**config.mk**
```make
export PLATFORM = sky130hd
export DESIGN_NAME = bp_me_stream_pump_out_wrap_flat
export DESIGN_NICKNAME = d
export VERILOG_FILES = /design/src/rtl/bp_me_stream_pump_out_wrap_pkg.sv /design/src/rtl/bp_me_stream_pump_out_wrap_if.sv /design/src/rtl/bp_me_burst_pump_control.sv /design/src/rtl/bp_me_stream_pump_out_wrap.sv /design/src/flat_wrapper.sv
export SDC_FILE = /design/constraint.sdc
export NUM_CORES = 1
export LEC_CHECK = 0
export ABC_CLOCK_PERIOD_IN_PS = 21600
export BUFFER_PORTS_ARGS = -buffer_cell sky130_fd_sc_hd__buf_4
export CAP_MARGIN = 20
export CORE_ASPECT_RATIO = 1.4
export CORE_MARGIN = 2
export CORE_UTILIZATION = 33
export CTS_CLUSTER_DIAMETER = 120
export DETAILED_ROUTE_END_ITERATION = 7
export PLACE_DENSITY = 0.53
export SETUP_SLACK_MARGIN = 0.02
export SLEW_MARGIN = 30
export SYNTH_ARGS = -nofsm -noshare
export SYNTH_HDL_FRONTEND = slang
export SYNTH_SLANG_ARGS = --single-unit
```
**constraint.sdc**
```tcl
create_clock -name clk_i -period 21.6 [get_ports clk_i]
set_clock_uncertainty 0.05 [all_clocks]
set_input_delay 4.32 -clock clk_i [delete_from_list [all_inputs] [get_ports clk_i]]
set_output_delay 4.32 -clock clk_i [all_outputs]
set_load 0.02 [all_outputs]
```
**src/rtl/bp_me_stream_pump_out_wrap_pkg.sv**
```systemverilog
// Shared types and helpers for the wrapped stream pump.
// - bp_size_t  : 3-bit log2(bytes) message size code
// - beats_m1_f : zero-based beat count of a message, floored at 0, capped at a block
// - safe_clog2 : clog2 that never returns 0, for counter widths
package bp_me_stream_pump_out_wrap_pkg;

    typedef logic [2:0] bp_size_t;

    function automatic int safe_clog2(input int n);
        return (n <= 1) ? 1 : $clog2(n);
    endfunction

    function automatic int beats_m1_f(input bp_size_t size, input int beat_off, input int max_val);
        int b;
        if (int'(size) <= beat_off) b = 0;
        else                        b = (1 << (int'(size) - beat_off)) - 1;
        return (b > max_val) ? max_val : b;
    endfunction

endpackage

```
**src/rtl/bp_me_stream_pump_out_wrap_if.sv**
```systemverilog
// Message-in / beat-out bus of the wrapped stream pump.
// - in_*  : one full message (address, size, block payload), valid/ready-and
// - out_* : wrapped beats with beat address and first/last flags, valid/ready-and
// slave is the pump side, master is the producer/consumer side.
interface bp_me_stream_pump_out_wrap_if #(
    parameter int block_width_p = 512,
    parameter int beat_width_p  = 64,
    parameter int addr_width_p  = 40
);
    import bp_me_stream_pump_out_wrap_pkg::*;

    logic                     in_v_i;
    logic                     in_ready_and_o;
    logic [addr_width_p-1:0]  in_addr_i;
    bp_size_t                 in_size_i;
    logic [block_width_p-1:0] in_data_i;
    logic                     out_v_o;
    logic                     out_ready_and_i;
    logic [addr_width_p-1:0]  out_addr_o;
    logic [beat_width_p-1:0]  out_data_o;
    logic                     out_first_o;
    logic                     out_last_o;

    modport slave (
        input  in_v_i, in_addr_i, in_size_i, in_data_i, out_ready_and_i,
        output in_ready_and_o, out_v_o, out_addr_o, out_data_o, out_first_o, out_last_o
    );

    modport master (
        output in_v_i, in_addr_i, in_size_i, in_data_i, out_ready_and_i,
        input  in_ready_and_o, out_v_o, out_addr_o, out_data_o, out_first_o, out_last_o
    );

endinterface

```
**src/rtl/bp_me_burst_pump_control.sv**
```systemverilog
// Burst beat counter with wrap-index generation.
// - clk_i, reset_i (sync, active-high)
// - en_i    : advance one beat
// - size_i  : zero-based beat count of the burst
// - val_i   : starting beat index within the block
// - wrap_o  : current beat index, wrapped inside the size-aligned sub-block
// - first_o / last_o : current beat is the first / final one
module bp_me_burst_pump_control
    import bp_me_stream_pump_out_wrap_pkg::*;
#(
    parameter  int max_val_p    = 7,
    localparam int cnt_width_lp = safe_clog2(max_val_p + 1)
) (
    input  logic                    clk_i,
    input  logic                    reset_i,
    input  logic                    en_i,
    input  logic [cnt_width_lp-1:0] size_i,
    input  logic [cnt_width_lp-1:0] val_i,
    output logic [cnt_width_lp-1:0] wrap_o,
    output logic                    first_o,
    output logic                    last_o
);

    logic [cnt_width_lp-1:0] cnt_r;
    logic [cnt_width_lp-1:0] sum;

    assign first_o = (cnt_r == '0);
    assign last_o  = (cnt_r == size_i);
    assign sum     = val_i + cnt_r;

    // Bits covered by the burst length advance from the start index; the
    // rest pin the burst inside its naturally aligned sub-block.
    always_comb begin
        wrap_o = val_i;
        for (int i = 0; i < cnt_width_lp; i++)
            if (int'(size_i) >= (1 << i)) wrap_o[i] = sum[i];
    end

    always_ff @(posedge clk_i) begin
        if (reset_i)    cnt_r <= '0;
        else if (en_i)  cnt_r <= last_o ? '0 : cnt_r + cnt_width_lp'(1);
    end

endmodule

```
**src/rtl/bp_me_stream_pump_out_wrap.sv**
```systemverilog
// Wrapped stream pump: latches one block message and emits it as a
// critical-word-first burst of beats.
// - clk_i     : clock
// - reset_n_i : synchronous active-low reset
// - io        : message in / beat out bus (slave side)
module bp_me_stream_pump_out_wrap
    import bp_me_stream_pump_out_wrap_pkg::*;
#(
    parameter int block_width_p = 512,
    parameter int beat_width_p  = 64,
    parameter int addr_width_p  = 40
) (
    input logic                          clk_i,
    input logic                          reset_n_i,
    bp_me_stream_pump_out_wrap_if.slave  io
);

    localparam int max_val_lp    = block_width_p / beat_width_p - 1;
    localparam int cnt_width_lp  = safe_clog2(max_val_lp + 1);
    localparam int beat_off_lp   = $clog2(beat_width_p / 8);
    localparam int beat_bytes_lp = beat_width_p / 8;
    localparam int block_size_lp = $clog2(block_width_p / 8);
    localparam int hi_lsb_lp     = beat_off_lp + cnt_width_lp;

    logic                     busy_r;
    logic [addr_width_p-1:0]  addr_r;
    bp_size_t                 size_r;
    logic [block_width_p-1:0] data_r;

    logic                     in_hs, out_hs;
    bp_size_t                 size_clamp;
    logic [cnt_width_lp-1:0]  beats_m1, init_idx, wrap, beat_sel;

    logic [max_val_lp:0][beat_width_p-1:0] data_beats;
    logic [beat_width_p-1:0]               rep_data;

    assign in_hs  = io.in_v_i & io.in_ready_and_o;
    assign out_hs = io.out_v_o & io.out_ready_and_i;

    assign io.out_v_o        = busy_r & reset_n_i;
    // Accepting during the final beat's handshake keeps back-to-back bursts bubble-free.
    assign io.in_ready_and_o = reset_n_i & (~busy_r | (out_hs & io.out_last_o));

    assign size_clamp = (int'(io.in_size_i) > block_size_lp) ? bp_size_t'(block_size_lp)
                                                              : io.in_size_i;

    always_ff @(posedge clk_i) begin
        if (!reset_n_i) begin
            busy_r <= 1'b0;
        end else if (in_hs) begin
            busy_r <= 1'b1;
            addr_r <= io.in_addr_i;
            size_r <= size_clamp;
            data_r <= io.in_data_i;
        end else if (out_hs & io.out_last_o) begin
            busy_r <= 1'b0;
        end
    end

    always_ff @(posedge clk_i) begin
        if (reset_n_i && in_hs) assert (int'(io.in_size_i) <= block_size_lp);
    end

    assign beats_m1 = cnt_width_lp'(beats_m1_f(size_r, beat_off_lp, max_val_lp));
    assign init_idx = addr_r[beat_off_lp +: cnt_width_lp];

    bp_me_burst_pump_control #(.max_val_p(max_val_lp)) pump (
        .clk_i   (clk_i),
        .reset_i (~reset_n_i),
        .en_i    (out_hs),
        .size_i  (beats_m1),
        .val_i   (init_idx),
        .wrap_o  (wrap),
        .first_o (io.out_first_o),
        .last_o  (io.out_last_o)
    );

    assign io.out_addr_o = io.out_first_o
        ? addr_r
        : {addr_r[addr_width_p-1:hi_lsb_lp], wrap, {beat_off_lp{1'b0}}};

    // Payload is LSB-justified, so a sub-block burst indexes only its low beats.
    assign data_beats = data_r;
    assign beat_sel   = wrap & beats_m1;

    // Single-beat messages narrower than a beat are replicated across the beat.
    always_comb begin
        int m;
        rep_data = '0;
        m = (int'(size_r) >= beat_off_lp) ? beat_bytes_lp - 1 : (1 << int'(size_r)) - 1;
        for (int b = 0; b < beat_bytes_lp; b++)
            rep_data[b*8 +: 8] = data_r[(b & m)*8 +: 8];
    end

    assign io.out_data_o = (beats_m1 != '0) ? data_beats[beat_sel] : rep_data;

endmodule
```
**src/flat_wrapper.sv**
```systemverilog
// flat-port wrapper written by rule: the top's interface ports become plain ports
module bp_me_stream_pump_out_wrap_flat import bp_me_stream_pump_out_wrap_pkg::*;
#(
    parameter int block_width_p = 512,
    parameter int beat_width_p  = 64,
    parameter int addr_width_p  = 40
)
  (clk_i, reset_n_i, io_in_v_i, io_in_addr_i, io_in_size_i, io_in_data_i, io_out_ready_and_i, io_in_ready_and_o, io_out_v_o, io_out_addr_o, io_out_data_o, io_out_first_o, io_out_last_o);
  bp_me_stream_pump_out_wrap_if #(.block_width_p(block_width_p), .beat_width_p(beat_width_p), .addr_width_p(addr_width_p)) io_i ();
  input logic clk_i;
  input logic reset_n_i;
  input wire logic [$bits(io_i.in_v_i)-1:0] io_in_v_i;
  input wire logic [$bits(io_i.in_addr_i)-1:0] io_in_addr_i;
  input wire logic [$bits(io_i.in_size_i)-1:0] io_in_size_i;
  input wire logic [$bits(io_i.in_data_i)-1:0] io_in_data_i;
  input wire logic [$bits(io_i.out_ready_and_i)-1:0] io_out_ready_and_i;
  output wire logic [$bits(io_i.in_ready_and_o)-1:0] io_in_ready_and_o;
  output wire logic [$bits(io_i.out_v_o)-1:0] io_out_v_o;
  output wire logic [$bits(io_i.out_addr_o)-1:0] io_out_addr_o;
  output wire logic [$bits(io_i.out_data_o)-1:0] io_out_data_o;
  output wire logic [$bits(io_i.out_first_o)-1:0] io_out_first_o;
  output wire logic [$bits(io_i.out_last_o)-1:0] io_out_last_o;
  assign io_i.in_v_i = io_in_v_i;
  assign io_i.in_addr_i = io_in_addr_i;
  assign io_i.in_size_i = io_in_size_i;
  assign io_i.in_data_i = io_in_data_i;
  assign io_i.out_ready_and_i = io_out_ready_and_i;
  assign io_in_ready_and_o = io_i.in_ready_and_o;
  assign io_out_v_o = io_i.out_v_o;
  assign io_out_addr_o = io_i.out_addr_o;
  assign io_out_data_o = io_i.out_data_o;
  assign io_out_first_o = io_i.out_first_o;
  assign io_out_last_o = io_i.out_last_o;
  bp_me_stream_pump_out_wrap #(.block_width_p(block_width_p), .beat_width_p(beat_width_p), .addr_width_p(addr_width_p)) u_core (.clk_i(clk_i), .reset_n_i(reset_n_i), .io(io_i));
endmodule
```
==> results.json, run 1 <==
{
  "run_status": "finished clean",
  "p_sw_share_pct": 23.7,
  "drt_iter0_drc": 1205,
  "grt_overflow_total": 0,
  "hold_viol_final": 0,
  "gp_congestion": 0.857,
  "synth_edf_count": 555,
  "io_pins": 667,
  "combPwrFrac_pct": 11.9,
  "switchingPower_mw": 0.620,
  "via_per_inst": 5.11,
  "pwr-share-seq_pct": 48.6,
  "synth_seq_cells": 559,
  "htreeDepth": 2,
  "synth_fa_ha_area_share_pct": 0.576,
  "die-area_mm2": 0.0719,
  "setup_ws_ns": 10.45,
  "async_flop_share_pct": 0,
  "numCtsBuffers": 57,
  "max_slew_margin_pct": 32.4,
  "synthCells": 1390,
  "syn2layout_area_growth_pct": 34.2,
  "post_cts_buffers": 0,
  "synth_area_mm2": 0.0230,
  "synthFlopType": "edfxtp_1",
  "worst_pin_slew_ns": 1.01,
  "cts_hold_buffers": 0,
  "die_w_um": 227,
  "grt_max_degree": 189,
  "grt_pass1_vias": 15800,
  "finalCritPeriodShare_pct": 51.6,
  "worstPathArrival_ns": 6.78,
  "synth_compound_area_share_pct": 6.27,
  "dieHeight_um": 317,
  "pre_cts_slack_ns": 10.68,
  "drc": 0,
  "synth.distinct_cells": 56,
  "fin_tns_setup_ns": 0,
  "worstSetupPathType": "reg2out",
  "ant_nets": 0,
  "drive_gt1_share_pct": 42.5,
  "placed_cell_area_mm2": 0.0288,
  "clockRootBuffer": "clkbuf_16",
  "whs_ns": 0.503,
  "syn_area_per_cell_um2": 16.6,
  "fin_util_pct": 44.7,
  "min-delay-start": "u_core.busy_r",
  "rsz0062_at_grt": "no",
  "clkSinkCount": 559,
  "fill_cells": 6318,
  "crit_start": "u_core.size_r[2]",
  "ctsResizeCount": 0,
  "yosys.area_share.simple_pct": 6.82,
  "r2r_start": "u_core.size_r[2]",
  "total_power_mw": 2.62,
  "vdd_drop_max_uv": 65.8,
  "ctsLongestPathBuffers": 3,
  "portBuffers": 666,
  "postLayoutCellArea_mm2": 0.0309,
  "grt_usage_pct": 22.8,
  "final-instance-count-excl-fill": 3008,
  "synth_mux_area_share_pct": 10.0,
  "setup_viol": 0,
  "start_kind": "flop",
  "wire_per_inst_um": 28.1,
  "vias": 15400,
  "power_density_mw_per_mm2": 84.8,
  "core-area_mm2": 0.0690,
  "place_hpwl_um": 62600,
  "post-place-cells": 2886,
  "endpoint_kind": "output port",
  "grt_first_pass_wirelength_um": 115000,
  "yosysWarnings": 0,
  "antenna_found_initial": 18,
  "p_leak_nw": 11.5,
  "rows": 114,
  "seq_area_frac_synth_pct": 72.7,
  "hold_path.class": "reg2reg",
  "clk_latency_ns": 0.62,
  "crit_path_max_fanout": 41,
  "fmax_ghz": 0.0897,
  "drt_pre_antenna_iters": 8,
  "fin_nets": 2591,
  "period_needed_ns": 11.15,
  "synth_top_family_by_area": "multiplexers",
  "clkPwrFrac_pct": 39.6,
  "slew_viol_final": 0,
  "synth_xor_area_share_pct": 0.250,
  "required_ns": 17.23,
  "cts_tree": "built",
  "drv_cap": 0,
  "syn-num-nets": 1959,
  "internal-power_mw": 2.00,
  "start_util_pct": 33.3,
  "routed_wl_um": 84400,
  "path_clk_slew_ns": 0.06
}
[worst max-delay path, cell delays in order, from the launching register on]
cell and delay, ns:
edfxtp_1 0.62, buf_6 0.25, inv_1 0.16, ha_1 0.33, and3b_1 0.36, nand2_1 0.10
ha_1 0.35, o21bai_1 0.44, and3_1 0.34, o311a_4 0.48, buf_4 0.57, buf_4 0.63
mux4_1 0.64, o21ai_0 0.43, a21oi_1 0.11, buf_4 0.19
[cell usage after synthesis, types with 4 or more instances]
cell type  number  area (um2)
a211oi_1        8        60.1
mux4_1         14         368
nand3b_1        4        30.0
a31oi_1         8        50.1
a21boi_0        4        30.0
buf_4          36         270
edfxtp_1      555       16700
or3_1          36         225
ha_1            9         113
buf_6           9         101
o21ai_1         4        20.0
mux4_2         66        1490
clkbuf_1       52         195
and3_1         12        75.1
mux2_2         13         146
nor3_1          6        30.0
a21oi_1        54         270
a221oi_1       43         377
a311oi_1        6        52.6
buf_1           4        15.0
a22oi_1         8        60.1
dfxtp_1         4        80.1
mux2i_1        29         290
buf_2          14        70.1
nand4_1         5        31.3
a222oi_1        6        60.1
nand2_1       120         450
o21ai_0        19        95.1
and2_1          5        31.3
nand3_1        24         120
a22o_1          6        52.6
nor2_1        130         488
o22ai_1        31         194
inv_1          11        41.3
[cells in the final DEF (no fill, tap or decap), drive strengths merged, types with 6 or more instances in the layout]
cell	count
a211oi	8
a21oi	54
a221oi	43
a222oi	6
a22o	6
a22oi	8
a311oi	6
a31oi	8
and3	12
buf	692
bufinv	9
clkbuf	68
clkinv	21
clkinvlp	6
diode	10
edfxtp	555
ha	9
inv	14
mux2	13
mux2i	30
mux4	80
nand2	120
nand3	24
nor2	130
nor3	6
o21ai	23
o22ai	31
or3	36
[worst paths after layout]
path                                                to  cells after the start  slack, ns
worst max-delay path                 io_out_data_o[33]                     15      10.45
worst min-delay path              u_core.pump.cnt_r[1]                      2       0.50
worst max register to register  u_core.data_beats[387]                     15      15.54
worst min register to register    u_core.pump.cnt_r[1]                      2       0.50
[logic make-up after synthesis]
group	count (synthesis)
compound gates	208
xor+xnor	5
fa+ha+maj	10
buf+inv	130
flops	559
mux	123
simple gates	355
[state kept, by name, indices dropped and copies added (netlist names)]
signal	cells
u_core.pump.cnt_r	3
u_core.busy_r	1
u_core.data_beats	512
u_core.addr_r	40
u_core.size_r	3
[power groups by stage]
stage	sequential, mW	clock, mW	combinational, mW
detailed placement	1.30	0	0.311
CTS	1.27	1.06	0.311
floorplan	1.31	0	0.146
global route	1.27	1.10	0.331
global placement	1.29	0	0.305
finish	1.27	1.04	0.310
[layer usage]
layer	wire [um]	track usage, %	up-vias	share of wire [%]
li1	-	-	6763	-
met1	31400	26.7	7798	37
met2	44000	40.2	655	52
met3	6040	5.50	131	7.2
met4	2900	8.84	14	3.4
met5	90	0	-	0.11
[final cells by class]
cell class	count	area (um2)	area share (%)
Sequential cell	559	16700	54.2
Multi-Input combinational cell	701	5610	18.2
Timing Repair Buffer	692	5340	17.3
Clock buffer	68	1490	4.82
Tap cell	928	1160	3.76
Clock inverter	39	464	1.50
Inverter	11	41.3	0.134
Antenna cell	10	25.0	0.0810
Power figures use the tool's default switching activity.
==> inputs of run 2 (changes only) <==
--- a/config.mk
+++ b/config.mk
@@ -5,7 +5,7 @@
 export SDC_FILE = /design/constraint.sdc
 export NUM_CORES = 1
 export LEC_CHECK = 0
-export ABC_CLOCK_PERIOD_IN_PS = 21600
+export ABC_CLOCK_PERIOD_IN_PS = 9000
 export BUFFER_PORTS_ARGS = -buffer_cell sky130_fd_sc_hd__buf_4
 export CAP_MARGIN = 20
 export CORE_ASPECT_RATIO = 1.4
@@ -13,7 +13,7 @@
 export CORE_UTILIZATION = 33
 export CTS_CLUSTER_DIAMETER = 120
 export DETAILED_ROUTE_END_ITERATION = 7
-export PLACE_DENSITY = 0.53
+export PLACE_DENSITY = 0.55
 export SETUP_SLACK_MARGIN = 0.02
 export SLEW_MARGIN = 30
 export SYNTH_ARGS = -nofsm -noshare
==> constraint.sdc (replaced) <==
create_clock -name clk_i -period 9 [get_ports clk_i]
set_clock_uncertainty 0.05 [all_clocks]
set_input_delay 1.8 -clock clk_i [delete_from_list [all_inputs] [get_ports clk_i]]
set_output_delay 1.8 -clock clk_i [all_outputs]
set_load 0.02 [all_outputs]
==> results.json, run 2 (synthesis gave the netlist of run 1 again) <==
{
  "r2r-end": "u_core.data_beats[102]",
  "routed_wl_um": 84500,
  "grt_usage_pct": 22.8,
  "p_sw_share_pct": 24.1,
  "portBuffers": 666,
  "layout_commonest_cell": "buf_4",
  "gp_congestion": 0.836,
  "die-area_mm2": 0.0719,
  "clkSinkCount": 559,
  "clkPwrFrac_pct": 38.0,
  "grt_overflow_total": 0,
  "ctsResizeCount": 0,
  "pre_cts_slack_ns": 1.74,
  "cts_tree": "built",
  "final_cell_mix": "buf_4 (686), edfxtp_1 (555), nor2_1 (125)",
  "start_kind": "flop",
  "min-delay-start": "u_core.busy_r",
  "setup_ws_ns": 1.18,
  "rsz0062_at_grt": "no",
  "internal-power_mw": 4.64,
  "crit_path_max_fanout": 38,
  "grt_max_degree": 192,
  "combPwrFrac_pct": 12.1,
  "holdPathEnd": "u_core.pump.cnt_r[1]",
  "endpoint_kind": "output port",
  "pwr-share-seq_pct": 49.9,
  "drt_iter0_drc": 1186,
  "post_cts_buffers": 0,
  "antenna_found_initial": 10,
  "grt_pass1_vias": 15800,
  "required_ns": 7.15,
  "ctsLongestPathBuffers": 3,
  "via_per_inst": 5.04,
  "start_util_pct": 33.3,
  "path_clk_slew_ns": 0.06,
  "switchingPower_mw": 1.48,
  "clockRootBuffer": "clkbuf_16",
  "fin_tns_setup_ns": 0,
  "fmax_ghz": 0.128,
  "hold_path.class": "reg2reg",
  "ant_nets": 0,
  "dieHeight_um": 317,
  "io_pins": 667,
  "r2r_setup_slack_ns": 3.34,
  "vdd_drop_max_uv": 174,
  "whs_path_depth": 2,
  "slew_viol_final": 0,
  "worst_pin_slew_ns": 0.959,
  "reg2reg_depth": 15,
  "drive_gt1_share_pct": 42.1,
  "clk_latency_ns": 0.62,
  "numCtsBuffers": 58,
  "syn2layout_area_growth_pct": 33.4,
  "r2r_start": "u_core.size_r[1]",
  "period_needed_ns": 7.82,
  "run_status": "finished clean",
  "htreeDepth": 2,
  "finalCritPeriodShare_pct": 86.8,
  "drv_cap": 0,
  "fin_nets": 2593,
  "grt_first_pass_wirelength_um": 115000,
  "die_w_um": 227,
  "drc": 0,
  "wire_per_inst_um": 28.1,
  "drt_pre_antenna_iters": 8,
  "setup_viol": 0,
  "worstSetupPathType": "reg2out",
  "cts_hold_buffers": 0,
  "core-area_mm2": 0.0690,
  "p_leak_nw": 11.4,
  "power_density_mw_per_mm2": 199,
  "largest_register_ffs": 512,
  "vias": 15200,
  "worstPathArrival_ns": 5.97,
  "hold_viol_final": 0,
  "rows": 114,
  "max_slew_margin_pct": 36.1,
  "place_hpwl_um": 61700
}
[run 2: cell count changes in the layout (fill, tap and decap cells not counted), sizes merged]
cell,change
clkinv,+4
bufinv,-6
clkbuf,+7
inv,+1
buf,+1
diode,+1
clkinvlp,-4
[run 2: layout make-up]
class / count / area, um2
Antenna cell: 11 / 27.5
Clock buffer: 75 / 1540
Clock inverter: 34 / 263
Fill cell: 6376 / 38300
Inverter: 11 / 41.3
Multi-Input combinational cell: 701 / 5610
Sequential cell: 559 / 16700
Tap cell: 928 / 1160
Timing Repair Buffer: 693 / 5310
[run 2: worst max-delay path by stage]
stage | depth (start not counted) | to | slack (ns) | from
after floorplan | 12 | u_core.addr_r[0] | 1.74 | u_core.size_r[1]
after global placement | 13 | io_out_data_o[58] | 1.94 | u_core.size_r[1]
after detailed placement | 13 | io_out_data_o[58] | 1.74 | u_core.size_r[1]
after CTS | 13 | io_out_data_o[58] | 1.06 | u_core.size_r[1]
after global routing | 14 | io_out_data_o[63] | 0.77 | u_core.size_r[1]
final | 13 | io_out_data_o[58] | 1.18 | u_core.size_r[1]
[run 2: routing by layer]
| metal | wire length, um | track usage (%) |
|---|---|---|
| met2 | 44400 | 40.5 |
| met3 | 5780 | 5.34 |
| met5 | 0 | 0 |
| met4 | 2380 | 7.52 |
| met1 | 31900 | 27.0 |
[run 2: through the flow]
| step | utilization [%] | hold WS (ns) | instance area [um2] | std cells | power (mW) |
|---|---|---|---|---|---|
| 2_1_floorplan | - | 0.442 | 23000 | 1390 | 3.44 |
| 3_3_place_gp | 41.7 | 0.467 | 28800 | 2888 | 3.84 |
| 3_5_place_dp | 41.7 | 0.500 | 28800 | 2889 | 3.85 |
| 4_1_cts | 44.3 | 0.517 | 30600 | 2998 | 6.18 |
| 5_1_grt | 44.5 | 0.560 | 30700 | 3010 | 6.32 |
| 6_report | 44.5 | 0.525 | 30700 | 3012 | 6.11 |
[run 2: power groups by stage]
stage,clock network (mW),registers [mW],logic [mW]
5_1_grt,2.47,3.06,0.788
6_report,2.32,3.05,0.740
2_1_floorplan,0,3.09,0.350
3_3_place_gp,0,3.11,0.733
3_5_place_dp,0,3.11,0.745
4_1_cts,2.37,3.05,0.747
[run 2: critical path, stage by stage (launching register included)]
cell	delay, ns
edfxtp_1	0.72
ha_1	0.30
inv_1	0.06
ha_1	0.29
and3b_1	0.36
nand2_1	0.11
ha_1	0.34
o21bai_1	0.47
and3_1	0.35
o311a_4	0.73
buf_4	0.51
mux4_2	0.57
a221o_1	0.36
buf_4	0.16
